--- config.mk ---
export PLATFORM = sky130hd
export DESIGN_NAME = uart_rx
export DESIGN_NICKNAME = d
export VERILOG_FILES = /design/src/rtl/uart_rx.sv
export SDC_FILE = /design/constraint.sdc
export NUM_CORES = 1
export LEC_CHECK = 0
export CAP_MARGIN = 30
export CORE_MARGIN = 2
export CORE_UTILIZATION = 45
export CTS_CLUSTER_SIZE = 12
export DETAILED_ROUTE_END_ITERATION = 12
export HOLD_SLACK_MARGIN = 0.05
export PLACE_DENSITY = 0.72
export SETUP_SLACK_MARGIN = 0.5
export SLEW_MARGIN = 10
export SYNTH_ARGS = -nofsm -noshare
export SYNTH_HDL_FRONTEND = slang
export SYNTH_SLANG_ARGS = --single-unit
--- constraint.sdc ---
create_clock -name Clock -period 4.35 [get_ports Clock]
set_input_delay 0.435 -clock Clock [delete_from_list [all_inputs] [get_ports Clock]]
set_output_delay 0.435 -clock Clock [all_outputs]
set_load 0.03 [all_outputs]
--- src/rtl/uart_rx.sv ---
// uart_rx: 8-data-bit, LSB-first UART receiver with mid-bit sampling and one-cycle strobes.
// Define UART_RX_PARITY_EN to receive and check an even parity bit between data and stop.
module uart_rx #(
  parameter int CLKS_PER_BIT = 868
) (
  input  logic       Clock,
  input  logic       Reset,
  input  logic       RX_Serial,
  output logic [7:0] RX_Byte,
  output logic       RX_Valid,
  output logic       RX_Active,
  output logic       RX_Frame_Err,
  output logic       RX_Parity_Err
);

  localparam logic [9:0] CNT_LAST = 10'(CLKS_PER_BIT - 1);
  localparam logic [9:0] CNT_HALF = 10'((CLKS_PER_BIT - 1) / 2);

  typedef enum logic [2:0] {
    S_IDLE   = 3'd0,
    S_START  = 3'd1,
    S_DATA   = 3'd2,
    S_PARITY = 3'd3,
    S_STOP   = 3'd4
  } state_e;

  state_e     state_q, state_d;
  logic       sync1_q, sync2_q, rx_s;
  logic [9:0] cnt_q, cnt_d;
  logic [2:0] idx_q, idx_d;
  logic [7:0] shift_q, shift_d;
  logic [7:0] byte_q, byte_d;
  logic       valid_q, valid_d;
  logic       active_q, active_d;
  logic       ferr_q, ferr_d;
  logic       cnt_done_s, cnt_half_s, idx_last_s, par_good_s;

`ifdef UART_RX_PARITY_EN
  logic       par_q, par_d;
  logic       perr_q, perr_d;

  function automatic logic even_parity_ok(input logic [7:0] data, input logic par);
    return ~(^{data, par});
  endfunction

  assign par_good_s = even_parity_ok(shift_q, par_q);
`else
  assign par_good_s = 1'b1;
`endif

  assign rx_s       = sync2_q;
  assign cnt_done_s = (cnt_q == CNT_LAST);
  assign cnt_half_s = (cnt_q == CNT_HALF);
  assign idx_last_s = (idx_q == 3'd7);

  // State register
  always_ff @(posedge Clock) begin
    if (Reset) begin
      state_q <= S_IDLE;
    end else begin
      state_q <= state_d;
    end
  end

  // Next-state logic
  always_comb begin
    state_d = state_q;
    case (state_q)
      S_IDLE: begin
        if (!rx_s) state_d = S_START;
        else       state_d = S_IDLE;
      end
      S_START: begin
        if (cnt_half_s) state_d = rx_s ? S_IDLE : S_DATA;
        else            state_d = S_START;
      end
      S_DATA: begin
        if (cnt_done_s && idx_last_s) begin
`ifdef UART_RX_PARITY_EN
          state_d = S_PARITY;
`else
          state_d = S_STOP;
`endif
        end else begin
          state_d = S_DATA;
        end
      end
`ifdef UART_RX_PARITY_EN
      S_PARITY: begin
        if (cnt_done_s) state_d = S_STOP;
        else            state_d = S_PARITY;
      end
`endif
      S_STOP: begin
        if (cnt_done_s) state_d = S_IDLE;
        else            state_d = S_STOP;
      end
      default: state_d = S_IDLE;
    endcase
  end

  // Datapath and output next values; strobes default low every cycle
  always_comb begin
    cnt_d    = cnt_q + 10'd1;
    idx_d    = idx_q;
    shift_d  = shift_q;
    byte_d   = byte_q;
    valid_d  = 1'b0;
    ferr_d   = 1'b0;
    active_d = (state_d != S_IDLE);
`ifdef UART_RX_PARITY_EN
    par_d    = par_q;
    perr_d   = 1'b0;
`endif
    case (state_q)
      S_IDLE: begin
        cnt_d = 10'd0;
        idx_d = 3'd0;
      end
      S_START: begin
        if (cnt_half_s) cnt_d = 10'd0;
        else            cnt_d = cnt_q + 10'd1;
      end
      S_DATA: begin
        if (cnt_done_s) begin
          shift_d[idx_q] = rx_s;
          cnt_d          = 10'd0;
          idx_d          = idx_last_s ? 3'd0 : idx_q + 3'd1;
        end else begin
          cnt_d = cnt_q + 10'd1;
        end
      end
`ifdef UART_RX_PARITY_EN
      S_PARITY: begin
        if (cnt_done_s) begin
          par_d = rx_s;
          cnt_d = 10'd0;
        end else begin
          cnt_d = cnt_q + 10'd1;
        end
      end
`endif
      S_STOP: begin
        if (cnt_done_s) begin
          cnt_d  = 10'd0;
          ferr_d = ~rx_s;
`ifdef UART_RX_PARITY_EN
          perr_d = ~par_good_s;
`endif
          if (rx_s && par_good_s) begin
            byte_d  = shift_q;
            valid_d = 1'b1;
          end else begin
            byte_d  = byte_q;
            valid_d = 1'b0;
          end
        end else begin
          cnt_d = cnt_q + 10'd1;
        end
      end
      default: begin
        cnt_d = 10'd0;
        idx_d = 3'd0;
      end
    endcase
  end

  // Synchronizer, datapath and registered outputs
  always_ff @(posedge Clock) begin
    if (Reset) begin
      sync1_q  <= 1'b1;
      sync2_q  <= 1'b1;
      cnt_q    <= 10'd0;
      idx_q    <= 3'd0;
      shift_q  <= 8'h00;
      byte_q   <= 8'h00;
      valid_q  <= 1'b0;
      active_q <= 1'b0;
      ferr_q   <= 1'b0;
`ifdef UART_RX_PARITY_EN
      par_q    <= 1'b0;
      perr_q   <= 1'b0;
`endif
    end else begin
      sync1_q  <= RX_Serial;
      sync2_q  <= sync1_q;
      cnt_q    <= cnt_d;
      idx_q    <= idx_d;
      shift_q  <= shift_d;
      byte_q   <= byte_d;
      valid_q  <= valid_d;
      active_q <= active_d;
      ferr_q   <= ferr_d;
`ifdef UART_RX_PARITY_EN
      par_q    <= par_d;
      perr_q   <= perr_d;
`endif
    end
  end

  assign RX_Byte      = byte_q;
  assign RX_Valid     = valid_q;
  assign RX_Active    = active_q;
  assign RX_Frame_Err = ferr_q;
`ifdef UART_RX_PARITY_EN
  assign RX_Parity_Err = perr_q;
`else
  assign RX_Parity_Err = 1'b0;
`endif

endmodule

Word level (Yosys, flattened, before mapping):

Index checks and enable logic that the tools add are counted.
W data, S select, Z words.

* reductions and logical operators: 10
* shift operators: 0
* add/subtract/negate cells: 2
* equal/unequal tests: 7
* div/mod/pow operators: 0
* $mul: 0
* bitwise gates (word level): 4
* muxes and demuxes: 16
* order comparisons: 2

Operators with widths (number)
* $mux W10: 2
* $pmux W10 S2: 1
* $mux W3: 4
* $pmux W3 S4: 1
* $add A10 B1 Y10 const B: 1
* $eq A10 B10 Y1 const B: 1
* $eq A10 B9 Y1 const B: 1
* $bwmux W8: 1
* $eq A3 B3 Y1 const B: 2
* $pmux W3 S2: 1
* $lt A3 B4 Y1 const B: 1
* $mux W2: 2
* $not A1 Y1: 4
* $reduce_and A2 Y1: 2
* $reduce_or A2 Y1: 2
* $add A3 B1 Y3 const B: 1
* $demux W1 S3: 1
* $eq A3 B1 Y1 const B: 1
* $eq A3 B2 Y1 const B: 1
* $ge A3 B1 Y1 const B: 1
* $logic_not A3 Y1: 1
* $mux W1: 3
* $reduce_and A3 Y1: 1
* $reduce_bool A3 Y1: 1
* other kinds (3): 4

* memory bits (writable): 0
* input bits: 3
* flip-flop bits (word level): 37
* output and inout bits: 12
* ROM bits: 0
* memories: 0
* latch bits: 0

Logic depth before layout (Yosys ltp):

* depth after elaboration: 5
* depth in mapped cells: 6
* mapped depth without buffers: 6

Worst setup path before layout:

No wires, ideal clock.

* path kind: flip-flop to flip-flop
* from: register cnt_q[0]
* to: register idx_q[0]
* stages on the path, launching flop included: 6
* path slack: 2.771 ns
* path buffers: 0
* arrival time: 1.462 ns
* path through: dfxtp_1 ha_1 and4bb_4 nand3_4 mux2_4 a32o_1

* cells in the longest elaborated chain, start to end: 3

RTL lines
* start: declaration: RTL line 29 `logic [9:0] cnt_q, cnt_d;`
* start signal: assignment: RTL line 187 `cnt_q <= cnt_d;`
* $eq A10 B10 Y1: RTL line 52 `assign cnt_done_s = (cnt_q == CNT_LAST);`
* $ne A2 B2 Y1 (no source line)
* $reduce_and A2 Y1 (no source line)
* end signal: assignment: RTL line 188 `idx_q <= idx_d;`
* end: declaration: RTL line 30 `logic [2:0] idx_q, idx_d;`

Every way passes these cells.
A chain may end at the register's enable or synchronous reset.

==> flow_metrics.env <==
export IMPL_cts_hold_fix_buffers=0
export IMPL_worstPathRequired_ns=4.52
export IMPL_grt_pass1_vias=1199
export IMPL_rsz0062_at_grt="no"
export IMPL_synth_area_per_cell_um2=9.70
export IMPL_htreeDepth=2
export IMPL_synth_edf_count=0
export IMPL_coreArea_mm2=0.00363
export IMPL_grt_usage_pct=16.7
export IMPL_critPathTopFamily="buffers and inverters"
export IMPL_drive_gt1_share_pct=10.3
export IMPL_post_drt_wl_per_cell_um=13.0
export IMPL_slew_violations=0
export IMPL_synthesis_nets=180
export IMPL_antenna_found_initial=0
export IMPL_tns_ns=0
export IMPL_slew_headroom_pct=45.0
export IMPL_start_util_pct=46.2
export IMPL_avgViaCountPerCell=5.30
export IMPL_critPathBufInv=1
export IMPL_die_y_um=65.1
export IMPL_synthToLayoutAreaGrowth_pct=13.3
export IMPL_yosysTopAreaCellShare_pct=44.1
export IMPL_crit_path_max_fanout=29
export IMPL_skew_ns=0.00734
export IMPL_cts_resized=0
export IMPL_yosysMostFrequentCell="dfxtp_1"
export IMPL_fp_dieW_um=65.1
export IMPL_io_pins=15
export IMPL_synth_area_leaders="dfxtp_1 44%, mux2i_1 4.8%, nor2_1 3.8%"
export IMPL_wl_um=3010
export IMPL_hp_class="reg -> reg"
export IMPL_peakVddDrop_mv=0.186
export IMPL_port_buffers=13
export IMPL_drcViolationCount=0
export IMPL_status="complete, no violations"
export IMPL_yosys_warnings=0
export IMPL_cp_arrival_ns=2.25
export IMPL_ys_seq_area_share_pct=44.1
export IMPL_drt_iter0_markers=89
export IMPL_finalCritPeriodShare_pct=48.0
export IMPL_endpoint_kind="flop"
export IMPL_p_leak_uw=0.000734
export IMPL_vias=1229
export IMPL_critPathSlowestCell="clkdlybuf4s50_1"
export IMPL_ant_nets=0
export IMPL_clkLatencyLatePin_ns=0.29
export IMPL_max_clock_freq_ghz=0.479
export IMPL_p_per_area_mw_per_mm2=311
export IMPL_setup_violations=0
export IMPL_synth_top_flop_cell="dfxtp_1"
export IMPL_grt_pass1_wl_um=5440
export IMPL_cts_post_setup_buffers_inserted=0
export IMPL_finalHoldViolations=0
export IMPL_max_cap_viol_count=0
export IMPL_n_fill_cell=336
export IMPL_crit_type="in -> reg"
export IMPL_yosys_top_cells_count="37 x dfxtp_1, 17 x nor2_1, 9 x nand2_1, 9 x nand2b_1, 9 x o21ai_0"
export IMPL_synthDistinctLibCells=42
export IMPL_slowest_delay_ns=1.01
export IMPL_cts_sinks=37
export IMPL_syn_area_mm2=0.00168
export IMPL_min_period_ns=2.09
export IMPL_synth_top_area_cell="dfxtp_1"
export IMPL_synthCells=173
export IMPL_tightest_slew_ns=0.823
export IMPL_nets=190
export IMPL_rows=22
export IMPL_post_dp_hpwl_um=2090
export IMPL_cts_buffer_depth=2
export IMPL_ys_async_sr_fraction_pct=0
export IMPL_antenna_cells=0
export IMPL_cts_clk_slew_worst_paths_ns=0.08
export IMPL_drt_pass1_iter_count=4
export IMPL_dieArea_mm2=0.00423
export IMPL_cts_tree="done"
export IMPL_overflow=0
export IMPL_placedCellCount=224
export IMPL_cts_root_buf="clkbuf_8"
export IMPL_ys_ff_latch=37
export IMPL_final_cells=232
export IMPL_gp_congestion=0.723
export IMPL_grt_max_degree=30
export IMPL_cts_buffers=5
export IMPL_crit_path_cell_trace="clkdlybuf4s50_1 > nor3_1 > and2_1 > a22oi_4 > nor2_1"
export IMPL_cp_start_kind="primary input"
## kinds of logic (layout without fill, tap and decap cells)
logic type      Yosys count  after routing  share of synthesized area (%)
simple gates             80             80                           29.7
buf+inv                  12             23                           3.65
fa+ha+maj                 4              4                           2.98
xor+xnor                 10             10                           5.22
mux                       9              9                           5.67
other cells               1              1                          0.223
flops                    37             37                           44.1
compound gates           20             20                           8.43
## area by class of cell
class / count / area (µm²) / area share (%)
flip-flops and latches: 37 / 741 / 39.0
well taps: 48 / 60.1 / 3.16
clock buffers: 5 / 68.8 / 3.62
repair buffers: 13 / 130 / 6.85
clock inverters: 3 / 17.5 / 0.922
inverters: 2 / 7.51 / 0.395
multi-input cells: 124 / 876 / 46.1
## per-stage QoR
step	hold WS [ns]	instance area, µm²	setup WS (ns)	power, µW	utilization, %
2_1_floorplan	0.389	1680	2.77	366	-
5_1_grt	0.454	1900	2.02	617	52.3
3_5_place_dp	0.396	1810	1.97	370	49.9
6_report	0.415	1900	2.26	591	52.3
3_3_place_gp	0.400	1810	2.09	369	49.9
4_1_cts	0.417	1900	2.26	596	52.3
## routing by layer
layer  part of all wire (%)  wire length (µm)  up-vias  track usage [%]
li1                       -                 -      617                -
met4                   0.40                12        0             4.69
met1                     46              1380      591             19.5
met3                    3.7               110        2             5.73
met5                      0                 0        -                0
met2                     50              1510       19             29.1
## sequential cells by signal, indices dropped and copies added (netlist names)
signal,count
RX_Byte,8
RX_Valid,1
RX_Active,1
shift_q,8
rx_s,1
RX_Frame_Err,1
idx_q,3
sync1_q,1
state_q,3
cnt_q,10
## report_power, final
group	switching, µW	leakage (µW)	internal [µW]	total, µW
logic	10.3	0.000391	8.75	19.1
registers	2.58	0.000299	341	343
clock network	118	0.0000439	110	229
## layout by cell type, fill, tap and decap left out, types with 2 or more instances in the layout
cell type        Yosys  routed
and3_1               3       3
and4_1               3       3
nand4_1              2       2
a22o_1               3       3
clkbuf_8             0       5
nor4_1               2       2
nand2b_1             9       9
xor2_1               7       7
nor2_1              17      17
or3b_2               2       2
clkdlybuf4s50_1      0      13
ha_1                 4       4
mux2i_1              8       8
nand3b_1             8       8
xnor2_1              3       3
nor3_1               3       3
o21ai_0              9       9
and2_1               2       2
nor4bb_1             2       2
or2_2                2       2
nand2_1              9       9
dfxtp_1             37      37
nor2b_1              4       4
inv_1                2       2
nand3_1              6       6
clkinv_2             0       2
a21oi_1              3       3
## path summary, 6_finish.rpt
kind,slack [ns],endpoint,cells past startpoint,from
setup / recovery,2.26,cnt_q[5],5,Reset
hold / removal,0.41,rx_s,1,sync1_q
setup reg to reg,2.55,RX_Byte[2],5,cnt_q[0]
hold reg to reg,0.41,rx_s,1,sync1_q
No activity file was read; power rests on OpenSTA's default activity.
